[src/rtl/rf_wr_arbiter.sv]
// rf_wr_arbiter: two per-requester write FIFOs feeding one registered
// regfile write port through a round-robin arbiter, with combinational
// read-after-write hazard flags for two read addresses.
module rf_wr_arbiter #(
  parameter int unsigned DEPTH = 2
) (
  input  logic        clk,
  input  logic        rst,
  input  logic        valid0,
  input  logic [4:0]  wa0,
  input  logic [31:0] din0,
  output logic        ready0,
  input  logic        valid1,
  input  logic [4:0]  wa1,
  input  logic [31:0] din1,
  output logic        ready1,
  output logic        we,
  output logic [4:0]  wa,
  output logic [31:0] din,
  input  logic [4:0]  ra1,
  input  logic [4:0]  ra2,
  output logic        busy1,
  output logic        busy2
);

  localparam int unsigned AW = 5;
  localparam int unsigned DW = 32;
  localparam int unsigned EW = AW + DW;
  localparam int unsigned PW = (DEPTH > 1) ? $clog2(DEPTH) : 1;
  localparam int unsigned CW = PW + 1;
  localparam int unsigned NQ = 2;

  logic [EW-1:0] mem_q    [NQ][DEPTH];
  logic [EW-1:0] mem_d    [NQ][DEPTH];
  logic [PW-1:0] wr_ptr_q [NQ];
  logic [PW-1:0] wr_ptr_d [NQ];
  logic [PW-1:0] rd_ptr_q [NQ];
  logic [PW-1:0] rd_ptr_d [NQ];
  logic [CW-1:0] cnt_q    [NQ];
  logic [CW-1:0] cnt_d    [NQ];
  logic          last_grant_q, last_grant_d;
  logic          we_q, we_d;
  logic [AW-1:0] wa_q, wa_d;
  logic [DW-1:0] din_q, din_d;

  logic [NQ-1:0] in_valid;
  logic [EW-1:0] in_ent [NQ];
  logic [NQ-1:0] not_full;
  logic [NQ-1:0] non_empty;
  logic [NQ-1:0] push;
  logic [NQ-1:0] pop;
  logic          gnt0, gnt1;
  logic [EW-1:0] head;
  logic [PW-1:0] slot_off;
  logic          match1, match2;

  // Requester view: queue occupancy flags and accepted pushes
  always_comb begin
    in_valid  = {valid1, valid0};
    in_ent[0] = {wa0, din0};
    in_ent[1] = {wa1, din1};
    not_full  = '0;
    non_empty = '0;
    for (int q = 0; q < NQ; q++) begin
      not_full[q]  = (cnt_q[q] != CW'(DEPTH));
      non_empty[q] = (cnt_q[q] != '0);
    end
    push = in_valid & not_full;
  end

  // Round-robin grant: on a tie, serve the queue not granted last
  always_comb begin
    gnt1 = non_empty[1] && (!non_empty[0] || !last_grant_q);
    gnt0 = non_empty[0] && !gnt1;
    pop  = {gnt1, gnt0};
  end

  // Queue storage, pointer and count next-state
  always_comb begin
    mem_d = mem_q;
    for (int q = 0; q < NQ; q++) begin
      wr_ptr_d[q] = wr_ptr_q[q];
      rd_ptr_d[q] = rd_ptr_q[q];
      cnt_d[q]    = cnt_q[q];
      if (push[q]) begin
        mem_d[q][wr_ptr_q[q]] = in_ent[q];
        wr_ptr_d[q]           = wr_ptr_q[q] + PW'(1);
      end
      if (pop[q]) begin
        rd_ptr_d[q] = rd_ptr_q[q] + PW'(1);
      end
      case ({push[q], pop[q]})
        2'b10:   cnt_d[q] = cnt_q[q] + CW'(1);
        2'b01:   cnt_d[q] = cnt_q[q] - CW'(1);
        default: cnt_d[q] = cnt_q[q];
      endcase
    end
  end

  // Output stage: load granted head; register 0 writes are suppressed
  always_comb begin
    head         = gnt1 ? mem_q[1][rd_ptr_q[1]] : mem_q[0][rd_ptr_q[0]];
    we_d         = 1'b0;
    wa_d         = wa_q;
    din_d        = din_q;
    last_grant_d = last_grant_q;
    if (gnt0 || gnt1) begin
      we_d         = (head[EW-1:DW] != '0);
      wa_d         = head[EW-1:DW];
      din_d        = head[DW-1:0];
      last_grant_d = gnt1;
    end
  end

  // Hazard scan over live queue slots (offset from read pointer < count)
  always_comb begin
    match1   = 1'b0;
    match2   = 1'b0;
    slot_off = '0;
    for (int q = 0; q < NQ; q++) begin
      for (int unsigned i = 0; i < DEPTH; i++) begin
        slot_off = PW'(i) - rd_ptr_q[q];
        if (CW'(slot_off) < cnt_q[q]) begin
          if (mem_q[q][i][EW-1:DW] == ra1) match1 = 1'b1;
          if (mem_q[q][i][EW-1:DW] == ra2) match2 = 1'b1;
        end
      end
    end
  end

  // Control state with synchronous reset
  always_ff @(posedge clk) begin
    if (rst) begin
      for (int q = 0; q < NQ; q++) begin
        wr_ptr_q[q] <= '0;
        rd_ptr_q[q] <= '0;
        cnt_q[q]    <= '0;
      end
      last_grant_q <= 1'b1;
      we_q         <= 1'b0;
      wa_q         <= '0;
      din_q        <= '0;
    end else begin
      wr_ptr_q     <= wr_ptr_d;
      rd_ptr_q     <= rd_ptr_d;
      cnt_q        <= cnt_d;
      last_grant_q <= last_grant_d;
      we_q         <= we_d;
      wa_q         <= wa_d;
      din_q        <= din_d;
    end
  end

  // Queue payload storage; contents are only meaningful under the counts
  always_ff @(posedge clk) begin
    mem_q <= mem_d;
  end

  assign ready0 = !rst && not_full[0];
  assign ready1 = !rst && not_full[1];
  assign we     = we_q;
  assign wa     = wa_q;
  assign din    = din_q;
  assign busy1  = !rst && (ra1 != '0) && (match1 || (we_q && (wa_q == ra1)));
  assign busy2  = !rst && (ra2 != '0) && (match2 || (we_q && (wa_q == ra2)));

endmodule

[config.mk]
export PLATFORM = sky130hd
export DESIGN_NAME = rf_wr_arbiter
export DESIGN_NICKNAME = d
export VERILOG_FILES = /design/src/rtl/rf_wr_arbiter.sv
export SDC_FILE = /design/constraint.sdc
export NUM_CORES = 1
export LEC_CHECK = 0
export BUFFER_PORTS_ARGS = -buffer_cell sky130_fd_sc_hd__buf_2
export CAP_MARGIN = 10
export CELL_PAD_IN_SITES_DETAIL_PLACEMENT = 1
export CELL_PAD_IN_SITES_GLOBAL_PLACEMENT = 2
export CORE_MARGIN = 3
export CORE_UTILIZATION = 42
export CTS_CLUSTER_SIZE = 10
export DETAILED_ROUTE_END_ITERATION = 7
export PLACE_DENSITY_LB_ADDON = 0.1
export SYNTH_ARGS = -nofsm -noshare
export SYNTH_HDL_FRONTEND = slang
export SYNTH_SLANG_ARGS = --single-unit
[constraint.sdc]
create_clock -name clk -period 7.95 [get_ports clk]
set_clock_uncertainty 0.1 [all_clocks]
set_input_delay 1.9875 -clock clk [delete_from_list [all_inputs] [get_ports clk]]
set_output_delay 1.9875 -clock clk [all_outputs]
set_load 0.05 [all_outputs]
# [Yosys cells after proc, flatten, opt, wreduce, memory -nomap -nowiden]
# Index checks and enable logic that the tools add are counted.
[classes] n_addsub=12 magnitude_cmp=10 n_eq_ne=16 mux=31 bitwise_logic=6 n_reduce_logical=28
[ops] op="$mux W37" count=9
[ops] op="$bwmux W74" count=2
[ops] op="$demux W37 S1" count=2
[ops] op="$eq A5 B5 Y1" count=10
[ops] op="$mux W1" count=16
[ops] op="$reduce_bool A5 Y1" count=3
[ops] op="$logic_and A1 B1 Y1" count=12
[ops] op="$ge A2 B2 Y1 const B" count=4
[ops] op="$lt A1 B2 Y1" count=4
[ops] op="$not A1 Y2" count=4
[ops] op="$pmux W2 S2" count=2
[ops] op="$reduce_bool A2 Y1" count=4
[ops] op="$add A1 B1 Y1 const B" count=4
[ops] op="$add A2 B1 Y2 const B" count=2
[ops] op="$eq A2 B1 Y1 const B" count=2
[ops] op="$eq A2 B2 Y1 const B" count=2
[ops] op="$logic_not A1 Y1" count=4
[ops] op="$logic_or A1 B1 Y1" count=4
[ops] op="$lt A2 B1 Y1 const B" count=2
[ops] op="$ne A2 B2 Y1 const B" count=2
[ops] op="$sub A1 B1 Y1 const A" count=4
[ops] op="$sub A2 B1 Y2 const B" count=2
[ops] op="$and A2 B2 Y2" count=1
[ops] op="$reduce_or A2 Y1" count=1
[ops] op="$not A1 Y1" count=1
[totals] register_bits=195 in_bits=88 out_inout_bits=42 word_cells=117

# [Depth between registers and ports, before layout]
# Gate-level depths: netlist (run 1).
[depth] depth_word=11 depth_mapped=9 depth_no_buf=7

# [Least setup slack after synthesis (run 1)]
# OpenSTA, ideal clock, no wires.
[synth_timing] path_kind="input to output" startpoint="input ra1[1]" endpoint="output busy1" arrival_ns=3.906 required_ns=5.863 slack_ns=1.956 stages=6 path_buffers=1 path_cell_list="clkbuf_1 > xnor2_1 > o2111ai_1 > nor3_1 > nor4_1 > a211oi_1"
[synth_via] elab_chain_len=11 elab_cells_between_ends=18 classes_between="eq/ne (5); mux (8); reduce/logical (5)"
[synth_rtl] element="from (decl)" line_no="20" rtl="input logic [4:0] ra1,"
[synth_rtl] element="$eq A5 B5 Y1" line_no="124" rtl="if (mem_q[q][i][EW-1:DW] == ra1) match1 = 1'b1;"
[synth_rtl] element="$mux W1" line_no="124"
[synth_rtl] element="$mux W1" line_no="123" rtl="if (CW'(slot_off) < cnt_q[q]) begin"
[synth_rtl] element="$mux W1" line_no="124"
[synth_rtl] element="$mux W1" line_no="123"
[synth_rtl] element="$mux W1" line_no="124"
[synth_rtl] element="$mux W1" line_no="123"
[synth_rtl] element="$mux W1" line_no="124"
[synth_rtl] element="$mux W1" line_no="123"
[synth_rtl] element="$logic_or A1 B1 Y1" line_no="164" rtl="assign busy1 = !rst && (ra1 != '0) && (match1 || (we_q && (wa_q == ra1)));"
[synth_rtl] element="$logic_and A1 B1 Y1 (*)" line_no="164"
[synth_rtl] element="to (decl)" line_no="22" rtl="output logic busy1,"
# Every way passes the cells marked *; elsewhere a longest branch is shown, timed or not.

# [Worst setup path after layout (run 1)]
[layout_timing] startpoint="input ra1[3]" endpoint="output busy1"
# Same word-level chain as after synthesis.

==> results.yml, run 1 <==
min_path:
  whs_endpoint: "din[0]"
  hold_class: "register to register"
  min_delay_path_depth: 2
  min-delay-start: "din[0]"
routing:
  via_count: 4872
  wl_per_cell_microns: 21.3
  dr.pass1.iters: 5
  ant_nets: 0
  drt_iter0_markers: 332
  via_per_inst: 5.43
  drc: 0
  wl_mm: 19.1
synthesis:
  synth_seq_area_share: 0.673
  synth-edff-count: 148
  ys.flop_type: "edfxtp_1"
  yosys.cell_types.count: 38
  synth_largest_type_area_fraction: 0.555
  async_flop_share: 0
  synthTopCellsByArea: "edfxtp_1, dfxtp_1, mux2_2, xor2_1, xnor2_1"
  avgSynthCellArea_sq_um: 14.8
  synth.largest_area_cell: "edfxtp_1"
  yosysMostFrequentCell: "edfxtp_1"
  yosysWarnings: 0
  netlist_area_sq_um: 8000
  syn-num-nets: 632
  syn_inst: 542
  synthTopCellsByCount: "edfxtp_1, dfxtp_1, mux2_2"
  synth_seq_cells: 195
critical_path:
  crit_path_end_kind: "primary output"
  critical_path_buf_inv_count: 2
  ff2ff_path_depth: 6
  path_class: "primary input to primary output"
  cp_max_fo: 6
  cp.arrival_ns: 3.35
  crit_path_top_delay_cell: "buf_2"
  reg2reg_setup_slack_ns: 5.39
  worstPathRequired_ns: 5.86
  reg2reg_to: "cnt_q[3]"
  cp_slowest_stage_delay_ns: 0.32
  crit_path_cell_trace: "buf_2 > xnor2_1 > o2111ai_1 > nor3_1 > nor4_1 > a211oi_1 > buf_2"
  crit_path_start_kind: "primary input"
  crit_family: "buffers and inverters"
  cp_common_cell: "buf_2"
  r2r-start: "cnt_q[1]"
place:
  port_buffers: 129
  dp_hpwl_mm: 11.9
  gp_congestion: 0.832
die:
  row_count: 49
  dieArea_sq_um: 20700
  core_sq_um: 18300
  initial_core_util: 0.437
  die_w_microns: 144
  die_height_microns: 144
  ios: 130
sta:
  fmax_ghz: 0.184
  post-route-min-period_ns: 5.44
  hold_viol_final: 0
  tightest_slew_ns: 1.10
  slew_viol_final: 0
  rsz0062_at_grt: "no"
  setup_viol: 0
  fin_crit_sh: 0.684
  setup_tns_ns: 0
  slew_headroom: 0.269
cts:
  clk_path_buf_depth: 2
  cts.repair.resized: 0
  clkSinkCount: 195
  cts_setup_buffers: 0
  postCtsHoldBufs: 0
  root_buffer: "clkbuf_16"
  clock_latency_ns: 0.43
  clk_pin_slew_ns: 0.07
  cts_tree: "done"
  htree_levels: 4
  cts_inserted_buffers: 17
cells_and_area:
  nNetsFinal: 744
  layout-drive-gt1-share: 0.336
  syn_to_final_growth_pct: 17.4
grt:
  gr-total-overflow: 0
  grt_pass1_vias: 5388
  grt_max_degree: 58
  grt_pass1_wl_mm: 29.9
  track_usage: 0.190
  antenna_found_initial: 1
power_and_ir_drop:
  switchingPower_mw: 1.41
  p_int_mw: 2.18
  pwr-share-clk: 0.240
  powerDensity_nw_per_um2: 382
  pwr-share-comb: 0.353
  p_leak_nw: 3.47
  vdd_drop_max_mv: 0.186
  power.total_mw: 3.59
  swShare: 0.392
  p_seq_frac: 0.406
run:
  drv_cap: 0
status:
  status: "finished, final reports clean"
## power groups by stage
stage                     logic [mW]  registers (mW)  clock network (mW)
after floorplan                0.729            1.72                   0
after global routing            1.39            1.48               0.923
after detailed placement        1.29            1.48                   0
after CTS                       1.29            1.46               0.885
after global placement          1.26            1.47                   0
final                           1.27            1.46               0.864
## metrics by stage
step	hold WS, ns	worst slack (ns)	util	instances	area (sq um)
2_1_floorplan	0.356	1.96	-	542	8000
3_3_place_gp	0.343	2.49	0.479	864	8780
3_5_place_dp	0.345	2.49	0.479	864	8780
4_1_cts	0.359	2.49	0.512	896	9390
5_1_grt	0.385	2.41	0.512	896	9390
6_report	0.355	2.52	0.513	897	9400
## metal layers
metal | routed length (microns) | part of all wire | vias to the layer above | global-route usage
li1 | - | - | 2281 | -
met1 | 8320 | 0.43 | 2457 | 0.243
met2 | 9660 | 0.50 | 117 | 0.328
met3 | 949 | 0.050 | 15 | 0.0456
met4 | 198 | 0.010 | 2 | 0.0486
met5 | 13 | 0.00068 | - | 0
## worst register-to-register path: stages (launching register included)
cell     delay [ns]
dfxtp_1        0.57
o21a_4         0.69
nor2_2         0.05
buf_4          0.26
ha_1           0.36
or3_1          0.35
a21oi_1        0.14
## placed cells by master (no fill, tap or decap), drive strengths merged
cell	instances
xor2	32
buf	136
nor2b	17
clkbuf	18
diode	1
ha	2
a31oi	3
clkinvlp	1
a21oi	17
a211oi	15
nand4	3
and3	2
o21ai	3
o21bai	1
o2111ai	4
a21o	2
nand3	2
inv	6
edfxtp	148
a222oi	21
or3	3
nor4	6
xnor2	26
mux2i	22
mux2	43
dfxtp	47
clkinv	7
nand2	16
o21a	1
nor3	8
nor2	36
or4	2
a211o	15
nand2b	2
## how the worst max path moves through the flow
stage	cells after the start	endpoint	slack, ns	startpoint
final	7	busy1	2.52	ra1[3]
after global routing	7	busy1	2.41	ra1[4]
after CTS	7	busy1	2.49	ra1[2]
after detailed placement	7	busy1	2.49	ra1[2]
after global placement	7	busy1	2.49	ra1[2]
after floorplan	6	busy1	1.96	ra1[1]
## sequential cells by signal (all words and copies together), names as in the netlist
| name | count |
|---|---|
| we | 1 |
| rd_ptr_q | 2 |
| mem_q | 148 |
| cnt_q | 4 |
| last_grant_q | 1 |
| wr_ptr_q | 2 |
| wa | 5 |
| din | 32 |
## cell type report
class | instances | area, sq um
timing repair buffer | 136 | 698
sequential | 195 | 5390
multi-input combinational | 304 | 2400
tap | 229 | 287
antenna | 1 | 2.50
fill | 1851 | 8930
clock buffer | 18 | 439
clock inverter | 14 | 179
## cells by family (layout without fill, tap and decap cells)
family                   count (synthesis)  after routing  synth area share
flip-flops                             195            195             0.673
AND/OR/NAND/NOR                         97             97            0.0614
AO/OA/AOI/OAI                           82             82            0.0818
multiplexers                            65             65            0.0880
XOR/XNOR                                58             58            0.0635
buffers and inverters                   43            168            0.0294
adder cells (fa/ha/maj)                  2              2           0.00313
other                                    0              1                 0
Power figures use the tool's default switching activity.
==> run 2, diff against run 1 <==
Settings changed: CORE_UTILIZATION 42 to 39.
Clock period 7.95 ns to 5.16 ns, I/O delays scaled along.
==> run 2 against run 1 <==
Net effect: register-to-register slack worse by 2.6 ns; die area grew 7.4%; final cell count grew 4.0%; sequential share of layout area is 0.092 points lower; wire length grew 6.3%; non-clock buffer count did not move; clock power increased by 52%; design area up 0.16%; critical path type unchanged.
==> results.yml, run 2 (synthesis gave the netlist of run 1 again) <==
critical_path:
  crit_path_cell_trace: "buf_2 > xnor2_1 > nand4_1 > nor3_1 > nor4_1 > a211oi_1 > buf_2"
  crit_family: "buffers and inverters"
  reg2reg_to: "mem_q[64]"
  r2r-start: "cnt_q[0]"
  crit_path_end_kind: "primary output"
  ff2ff_path_depth: 4
  cp_slowest_stage_delay_ns: 0.30
  critical_path_buf_inv_count: 2
  reg2reg_setup_slack_ns: 2.74
  cp_common_cell: "buf_2"
  worstPathRequired_ns: 3.77
  crit_path_start_kind: "primary input"
  cp.arrival_ns: 2.57
  crit_path_top_delay_cell: "buf_2"
  cp_max_fo: 6
  path_class: "primary input to primary output"
routing:
  dr.pass1.iters: 5
  drt_iter0_markers: 352
  wl_per_cell_microns: 21.8
  wl_mm: 20.4
  ant_nets: 0
  drc: 0
  via_per_inst: 5.33
  via_count: 4977
power_and_ir_drop:
  p_leak_nw: 3.46
  p_seq_frac: 0.409
  vdd_drop_max_mv: 0.281
  powerDensity_nw_per_um2: 588
  p_int_mw: 3.35
  power.total_mw: 5.54
  pwr-share-comb: 0.355
  pwr-share-clk: 0.237
  switchingPower_mw: 2.19
  swShare: 0.396
cells_and_area:
  fin_util: 0.476
  layout-drive-gt1-share: 0.334
  mostFrequentLayoutCells: "edfxtp_1, buf_2, dfxtp_1, mux2_2, nor2_1"
  largest_reg_flops: 148
  layout_commonest_cell: "edfxtp_1"
  fillers: 2049
  nNetsFinal: 744
  final_area_sq_um: 9410
  regMostFlops: "mem_q"
  syn_to_final_growth_pct: 17.6
sta:
  slew_headroom: 0.251
  setup_viol: 0
  slew_viol_final: 0
  fin_crit_sh: 0.768
  tightest_slew_ns: 1.12
  setup_tns_ns: 0
  finalWorstSetupSlack_ns: 1.20
  hold_viol_final: 0
  rsz0062_at_grt: "no"
  fmax_ghz: 0.252
  post-route-min-period_ns: 3.96
die:
  core_sq_um: 19800
  initial_core_util: 0.405
  die_w_microns: 149
  die_height_microns: 149
  row_count: 51
  ios: 130
  dieArea_sq_um: 22300
grt:
  gr-total-overflow: 0
  grt_pass1_vias: 5345
  antenna_found_initial: 4
  grt_pass1_wl_mm: 30.7
  grt_max_degree: 58
  track_usage: 0.187
place:
  dpl_cell_area_sq_um: 8820
  port_buffers: 129
  dp_hpwl_mm: 12.7
  gp_congestion: 0.857
  dp_slack_ns: 1.18
cts:
  clock_latency_ns: 0.44
  postCtsHoldBufs: 0
  htree_levels: 4
  clkSinkCount: 195
  cts_inserted_buffers: 17
  clk_path_buf_depth: 2
  cts_tree: "done"
  root_buffer: "clkbuf_16"
  clk_pin_slew_ns: 0.08
  cts.repair.resized: 0
  cts_setup_buffers: 0
min_path:
  hold_class: "register to register"
  whs_endpoint: "din[23]"
  min_delay_path_depth: 2
  min-delay-start: "din[23]"
status:
  status: "finished, final reports clean"
run:
  drv_cap: 0
==> run 2: power groups by stage <==
stage | Combinational [mW] | Clock [mW] | Sequential (mW)
after floorplan | 1.12 | 0 | 2.64
after global placement | 1.95 | 0 | 2.28
after detailed placement | 1.99 | 0 | 2.30
after CTS | 2.00 | 1.34 | 2.27
after global routing | 2.14 | 1.41 | 2.30
final | 1.96 | 1.31 | 2.26
==> run 2: worst max-delay path by stage <==
stage                start    end  slack, ns  cells after the start
finish              ra1[0]  busy1       1.20                      7
floorplan           ra1[1]  busy1       0.56                      6
global route        ra1[0]  busy1       1.03                      7
detailed placement  ra1[0]  busy1       1.18                      7
CTS                 ra1[0]  busy1       1.18                      7
global placement    ra1[0]  busy1       1.23                      7
==> run 2: area by class of cell <==
class | instances | area [sq um] | area share
Multi-Input combinational cell | 304 | 2400 | 0.255
Clock inverter | 14 | 159 | 0.0169
Timing Repair Buffer | 136 | 698 | 0.0742
Tap cell | 265 | 332 | 0.0352
Sequential cell | 195 | 5390 | 0.572
Antenna cell | 1 | 2.50 | 0.000266
Clock buffer | 18 | 429 | 0.0456
==> run 2: metal layers <==
layer / up-vias / share of wire / GRT usage
met5: - / 0.0011 / 0
met4: 6 / 0.020 / 0.0604
met3: 32 / 0.051 / 0.0477
met2: 129 / 0.50 / 0.317
met1: 2531 / 0.42 / 0.235
li1: 2279 / - / -
==> run 2: tightest hold or removal path, stage by stage (launching register included) <==
cell     delay [ns]
dfxtp_1        0.31
nand2_1        0.05
a21oi_1        0.05
==> run 2: through the flow <==
stage | hold slack, ns | std cells
2_1_floorplan | 0.356 | 542
3_3_place_gp | 0.340 | 900
3_5_place_dp | 0.347 | 900
4_1_cts | 0.358 | 932
5_1_grt | 0.373 | 933
6_report | 0.354 | 933
